$ cat src/rtl/rf_pkg.sv
// Shared register-file definitions: widths, register count and the write-back payload.
package rf_pkg;

  localparam int unsigned XLEN   = 64;
  localparam int unsigned REG_AW = 5;
  localparam int unsigned NREG   = 32;

  typedef struct packed {
    logic [REG_AW-1:0] rd;
    logic [XLEN-1:0]   data;
  } wb_req_t;

  // One-hot mask selecting a single architectural register.
  function automatic logic [NREG-1:0] reg_onehot(input logic [REG_AW-1:0] r);
    return NREG'(1) << r;
  endfunction

endpackage

$ cat src/rtl/rr_arbiter.sv
// Combinational round-robin arbiter: search starts at ptr, emits one-hot grant and
// the pointer just past the winner (ptr unchanged when nothing is requested).
module rr_arbiter #(
  parameter int unsigned N  = 3,
  parameter int unsigned PW = 2
) (
  input  logic [N-1:0]  req,
  input  logic [PW-1:0] ptr,
  output logic [N-1:0]  gnt,
  output logic [PW-1:0] next_ptr
);

  logic [PW-1:0] idx;
  logic          found;

  always_comb begin
    gnt      = '0;
    next_ptr = ptr;
    idx      = '0;
    found    = 1'b0;
    for (int unsigned i = 0; i < N; i++) begin
      idx = PW'((32'(ptr) + i) % N);
      if (!found && req[idx]) begin
        found    = 1'b1;
        gnt[idx] = 1'b1;
        next_ptr = PW'((32'(idx) + 32'd1) % N);
      end
    end
  end

endmodule

$ cat src/rtl/rf_wb_arbiter.sv
// Write-back arbiter and pending-write scoreboard for the 32-entry register file.
// Optional RF_WB_BYPASS_EN forwards the committing write to decode source reads.
module rf_wb_arbiter
  import rf_pkg::*;
#(
  parameter int unsigned NREQ = 3
) (
  input  logic                   clk,
  input  logic                   rst_n,
  input  logic [NREQ-1:0]        wb_valid,
  output logic [NREQ-1:0]        wb_ready,
  input  logic [NREQ*REG_AW-1:0] wb_rd,
  input  logic [NREQ*XLEN-1:0]   wb_data,
  output logic                   rf_en_write,
  output logic [REG_AW-1:0]      rf_reg_w,
  output logic [XLEN-1:0]        rf_data_in,
  input  logic                   iss_valid,
  input  logic [REG_AW-1:0]      iss_rd,
  output logic                   iss_ready,
  input  logic [REG_AW-1:0]      rs1,
  input  logic [REG_AW-1:0]      rs2,
  output logic                   rs1_busy,
  output logic                   rs2_busy,
  output logic                   byp1_hit,
  output logic                   byp2_hit,
  output logic [XLEN-1:0]        byp1_data,
  output logic [XLEN-1:0]        byp2_data
);

  localparam int unsigned PW = (NREQ > 1) ? $clog2(NREQ) : 1;

  logic [PW-1:0]   rr_ptr;
  logic [PW-1:0]   rr_ptr_nxt;
  logic [NREQ-1:0] gnt;
  logic            any_gnt;
  logic            commit_wr;
  wb_req_t         sel_req;
  logic [NREG-1:0] busy;
  logic [NREG-1:0] busy_nxt;

  rr_arbiter #(
    .N  (NREQ),
    .PW (PW)
  ) u_arb (
    .req      (wb_valid),
    .ptr      (rr_ptr),
    .gnt      (gnt),
    .next_ptr (rr_ptr_nxt)
  );

  assign wb_ready = gnt;
  assign any_gnt  = |gnt;

  // Mux the granted requester's payload.
  always_comb begin
    sel_req = '0;
    for (int unsigned k = 0; k < NREQ; k++) begin
      if (gnt[k]) begin
        sel_req.rd   = wb_rd[k*REG_AW +: REG_AW];
        sel_req.data = wb_data[k*XLEN +: XLEN];
      end
    end
  end

  // x0 writes are accepted but never reach the register file.
  assign commit_wr = any_gnt && (sel_req.rd != '0);

  // Pointer and commit stage.
  always_ff @(posedge clk or negedge rst_n) begin
    if (!rst_n) begin
      rr_ptr      <= '0;
      rf_en_write <= 1'b0;
      rf_reg_w    <= '0;
      rf_data_in  <= '0;
    end else begin
      rr_ptr      <= rr_ptr_nxt;
      rf_en_write <= commit_wr;
      if (commit_wr) begin
        rf_reg_w   <= sel_req.rd;
        rf_data_in <= sel_req.data;
      end
    end
  end

  assign iss_ready = (iss_rd == '0) || !busy[iss_rd];

  // Clear on commit first so a same-cycle issue to that register keeps it busy.
  always_comb begin
    busy_nxt = busy;
    if (rf_en_write) begin
      busy_nxt = busy_nxt & ~reg_onehot(rf_reg_w);
    end
    if (iss_valid && iss_ready && (iss_rd != '0)) begin
      busy_nxt = busy_nxt | reg_onehot(iss_rd);
    end
    busy_nxt[0] = 1'b0;
  end

  always_ff @(posedge clk or negedge rst_n) begin
    if (!rst_n) begin
      busy <= '0;
    end else begin
      busy <= busy_nxt;
    end
  end

  // Source-operand status, optionally forwarding the write in flight.
  always_comb begin
    rs1_busy  = busy[rs1];
    rs2_busy  = busy[rs2];
    byp1_hit  = 1'b0;
    byp2_hit  = 1'b0;
    byp1_data = '0;
    byp2_data = '0;
`ifdef RF_WB_BYPASS_EN
    if (rf_en_write && (rf_reg_w == rs1)) begin
      byp1_hit  = 1'b1;
      byp1_data = rf_data_in;
      rs1_busy  = 1'b0;
    end
    if (rf_en_write && (rf_reg_w == rs2)) begin
      byp2_hit  = 1'b1;
      byp2_data = rf_data_in;
      rs2_busy  = 1'b0;
    end
`endif
  end

endmodule

$ cat config.mk
export PLATFORM = sky130hd
export DESIGN_NAME = rf_wb_arbiter
export DESIGN_NICKNAME = d
export VERILOG_FILES = /design/src/rtl/rf_pkg.sv /design/src/rtl/rr_arbiter.sv /design/src/rtl/rf_wb_arbiter.sv
export SDC_FILE = /design/constraint.sdc
export NUM_CORES = 1
export LEC_CHECK = 0
export CORE_AREA = 2 2 170 172
export CTS_BUF_LIST = sky130_fd_sc_hd__clkbuf_16
export DETAILED_ROUTE_END_ITERATION = 16
export DIE_AREA = 0 0 172 174
export MAX_ROUTING_LAYER = met4
export PLACE_DENSITY = 0.66
export SETUP_SLACK_MARGIN = 0.5
export SLEW_MARGIN = 20
export SYNTH_ARGS = -nofsm -noshare
export SYNTH_HDL_FRONTEND = slang
export SYNTH_SLANG_ARGS = --single-unit
$ cat constraint.sdc
create_clock -name clk -period 7.2 [get_ports clk]
set_input_delay 1.44 -clock clk [delete_from_list [all_inputs] [get_ports clk]]
set_output_delay 1.44 -clock clk [all_outputs]
set_load 0.02 [all_outputs]
==> Flow_metrics.wiki <==
{| class="wikitable"
! Metric !! Value
|-
| Wire length of the first global-routing pass || 38,200 um
|-
| Layout cells sized above 1 || 0.116
|-
| Post-cts gate resize count || 0
|-
| Wire length per cell after detailed routing || 17.3 um
|-
| Cell with the most instances after synthesis || o21ai_0
|-
| Antenna violations before repair || 3
|-
| Later-pin clock latency in the skew report || 350 ps
|-
| Global-route usage over all layers || 0.172
|-
| # DRC || 0
|-
| Worst setup timing slack at the placement stage || 1540 ps
|-
| Final standard cell area without fillers || 11,000 sq um
|-
| Initial detailed-routing violation count || 395
|-
| Routed WL || 25,700 um
|-
| Overall power of the completed layout || 0.00527 W
|-
| Gpl congestion || 0.920
|-
| Dpl hpwl || 19,200 um
|-
| Post-route worst setup slack || 1570 ps
|-
| Largest incremental delay on the critical path || 870 ps
|-
| Global route total overflow || 0
|-
| Root buffer cell || clkbuf_16
|-
| Highest achievable clock rate || 178 MHz
|-
| GR Util met1 || 0.209
|-
| Data arrival time at the worst-slack endpoint || 4190 ps
|-
| Area of the multi-input gates || 4510 sq um
|-
| Count of hold buffers inserted by post-cts repair || 0
|-
| Deepest clock path buffer count || 2
|-
| Clock slew at the register clock pins of the worst setup and hold paths || 80 ps
|-
| Synth top cells by count || o21ai_0 (131), buf_4 (130), dfrtp_1 (103)
|-
| Sequential-to-total area share from yosys stat || 0.328
|-
| Critical path launch point type || input port
|-
| Worst setup skew after layout || 6.08 ps
|-
| Post-route antenna net violation count || 0
|-
| Total power per unit cell area || 479 nW/um^2
|-
| NumNets Final || 1,330
|-
| Post-DP Area || 10,700 sq um
|-
| Site Rows || 62
|-
| Post-synthesis instance area || 7860 sq um
|-
| GRT met3 Usage || 0.0398
|-
| Final worst hold slack || 499 ps
|-
| Area overhead of the layout relative to synthesis || 39.9%
|-
| Max-cap check violation count || 0
|-
| M2 GR Usage || 0.283
|-
| Total clock buffers created by CTS || 9
|-
| Summed negative setup slack over all endpoints || 0 ps
|-
| Max transition margin || 0.372
|-
| CTS tree || built
|-
| Count of endpoints failing setup in the final report || 0
|-
| Filler Cells Inserted || 2,847
|-
| Port Buffers || 303
|-
| Worst min path class || flip-flop to flip-flop
|-
| Share of the synthesized area in the top cell type || 0.328
|-
| Biggest area consumer among synthesized cells || dfrtp_1
|-
| Mean area per synthesized cell || 9.43 sq um
|-
| Area used by sequential logic in the layout || 2580 sq um
|-
| Crit Path Class || input port to output pin
|-
| Crit path cell chain || clkdlybuf4s50_1, mux4_2, mux4_2, nand2_1, o21a_1, clkdlybuf4s50_1
|-
| Top-level port count || 434
|-
| Top cells by area, synth || dfrtp_1 (33%), buf_4 (12%), mux2_4 (11%)
|-
| Run status || finished clean
|-
| Final Critical Period || 5630 ps
|-
| Number of global-route vias before repair || 6,661
|-
| Tcrit/Tclk final || 0.782
|-
| Starting density of the core || 0.278
|-
| Instance count of the mapped netlist || 833
|-
| Standard cell with the maximum stage delay on the critical path || clkdlybuf4s50_1
|-
| Sink Count || 103
|-
| VDD IR max || 455 uV
|-
| Die ar. || 29,900 sq um
|-
| Number of hold-slack violations in the final timing report || 0
|-
| Setup repair bufs after CTS || 0
|-
| RSZ-0062 raised after global routing || no
|-
| Leakage power || 4.63 nW
|-
| First-pass iteration count of the detailed router || 5
|-
| Per-cell via count in the routed design || 4.56
|-
| Most heavily used metal layer in global routing || met2
|-
| Pin count of the biggest net entering global routing || 109
|-
| Total number of yosys warnings || 0
|-
| Area inside the core boundary || 28,200 sq um
|-
| Final Max Tran Viols || 0
|-
| Count of unique library cells instantiated by Yosys || 51
|-
| Number of enable flip-flop cells after synthesis || 0
|-
| Main flop type after synthesis || dfrtp_1
|-
| Number of synthesized register bits || 103
|-
| Required time worst endpoint || 5760 ps
|-
| Async S/R FF share, synth || 1.00
|-
| Clock H-tree levels || 3
|-
| Pin slew with the least headroom to its limit || 942 ps
|-
| Endpoint kind of the worst setup timing path || output pin
|-
| CP Max Fanout || 13
|-
| DR vias || 6,792
|-
| Chip Width || 172 um
|-
| Y dimension of the die || 174 um
|}
[logic make-up after synthesis]
| family | count (synthesis) | share of synthesized area |
|---|---|---|
| other cells | 1 | 0.000477 |
| fa+ha+maj | 5 | 0.00796 |
| simple gates | 200 | 0.132 |
| flops | 103 | 0.328 |
| mux | 101 | 0.212 |
| buf+inv | 194 | 0.163 |
| compound gates | 229 | 0.157 |
[final timing paths]
path / startpoint / endpoint / slack (ps) / depth (start not counted)
worst min-delay path: rf_data_in[55] / rf_data_in[55] / 500 / 1
min in group asynchronous: rst_n / busy[23] / 1140 / 1
worst min register to register: rf_data_in[55] / rf_data_in[55] / 500 / 1
worst max register to register: rr_ptr[1] / rf_data_in[12] / 2670 / 15
worst max-delay path: iss_rd[1] / iss_ready / 1570 / 6
max in group asynchronous: rst_n / rf_en_write / 4920 / 2
[registers in the layout (all words and copies together), names as in the netlist]
| name | count |
|---|---|
| rf_data_in | 64 |
| rr_ptr | 2 |
| busy | 31 |
| rf_reg_w | 5 |
| rf_en_write | 1 |
[per-stage QoR]
| stage | util | instances |
|---|---|---|
| after detailed placement | 0.379 | 1470 |
| after CTS | 0.389 | 1485 |
| final | 0.389 | 1488 |
| after global placement | 0.379 | 1470 |
| after global routing | 0.389 | 1488 |
| after floorplan | - | 962 |
[final cells by class]
class,count,share of cell area
antenna,3,0.000683
clock buffer,9,0.0205
clock inverter,6,0.00626
inverter,7,0.00239
multi-input combinational,665,0.410
sequential,103,0.234
tap,384,0.0437
timing repair buffer,311,0.282
[per-layer routing]
metal | share of wire | wire length, um | up-vias
met5 | 0 | 0 | -
met4 | 0.021 | 541 | 0
met3 | 0.066 | 1700 | 27
met2 | 0.50 | 12800 | 280
met1 | 0.42 | 10700 | 3256
li1 | - | - | 3229
[critical path: cells and delay by family]
family | cells | cell delay (ps)
buffers and inverters | 2 | 1470
multiplexers | 2 | 1080
AO/OA/AOI/OAI | 1 | 110
AND/OR/NAND/NOR | 1 | 80
[cells in the final DEF (no fill, tap or decap), types with 3 or more instances in the layout]
cell type / instances
mux2_2: 7
and3_1: 64
a21o_1: 3
nand2b_1: 11
mux4_2: 26
ha_1: 5
inv_6: 3
mux2_4: 60
nor3_1: 4
conb_1: 130
a22oi_1: 3
a21oi_1: 70
clkdlybuf4s50_1: 302
dfrtp_1: 103
clkbuf_16: 9
mux2_1: 4
mux2i_1: 3
diode_2: 3
nor2_1: 6
nand2_1: 84
buf_4: 8
o22ai_1: 4
inv_1: 5
nand3_1: 8
o21ai_0: 131
nor2b_1: 8
[where the power goes]
| part | total, W | internal [W] | switching, W |
|---|---|---|---|
| logic | 0.00366 | 0.00185 | 0.00181 |
| clock network | 0.000502 | 0.000271 | 0.000231 |
| registers | 0.00110 | 0.000873 | 0.000230 |
Note: power is estimated with default switching activity, not from simulation.
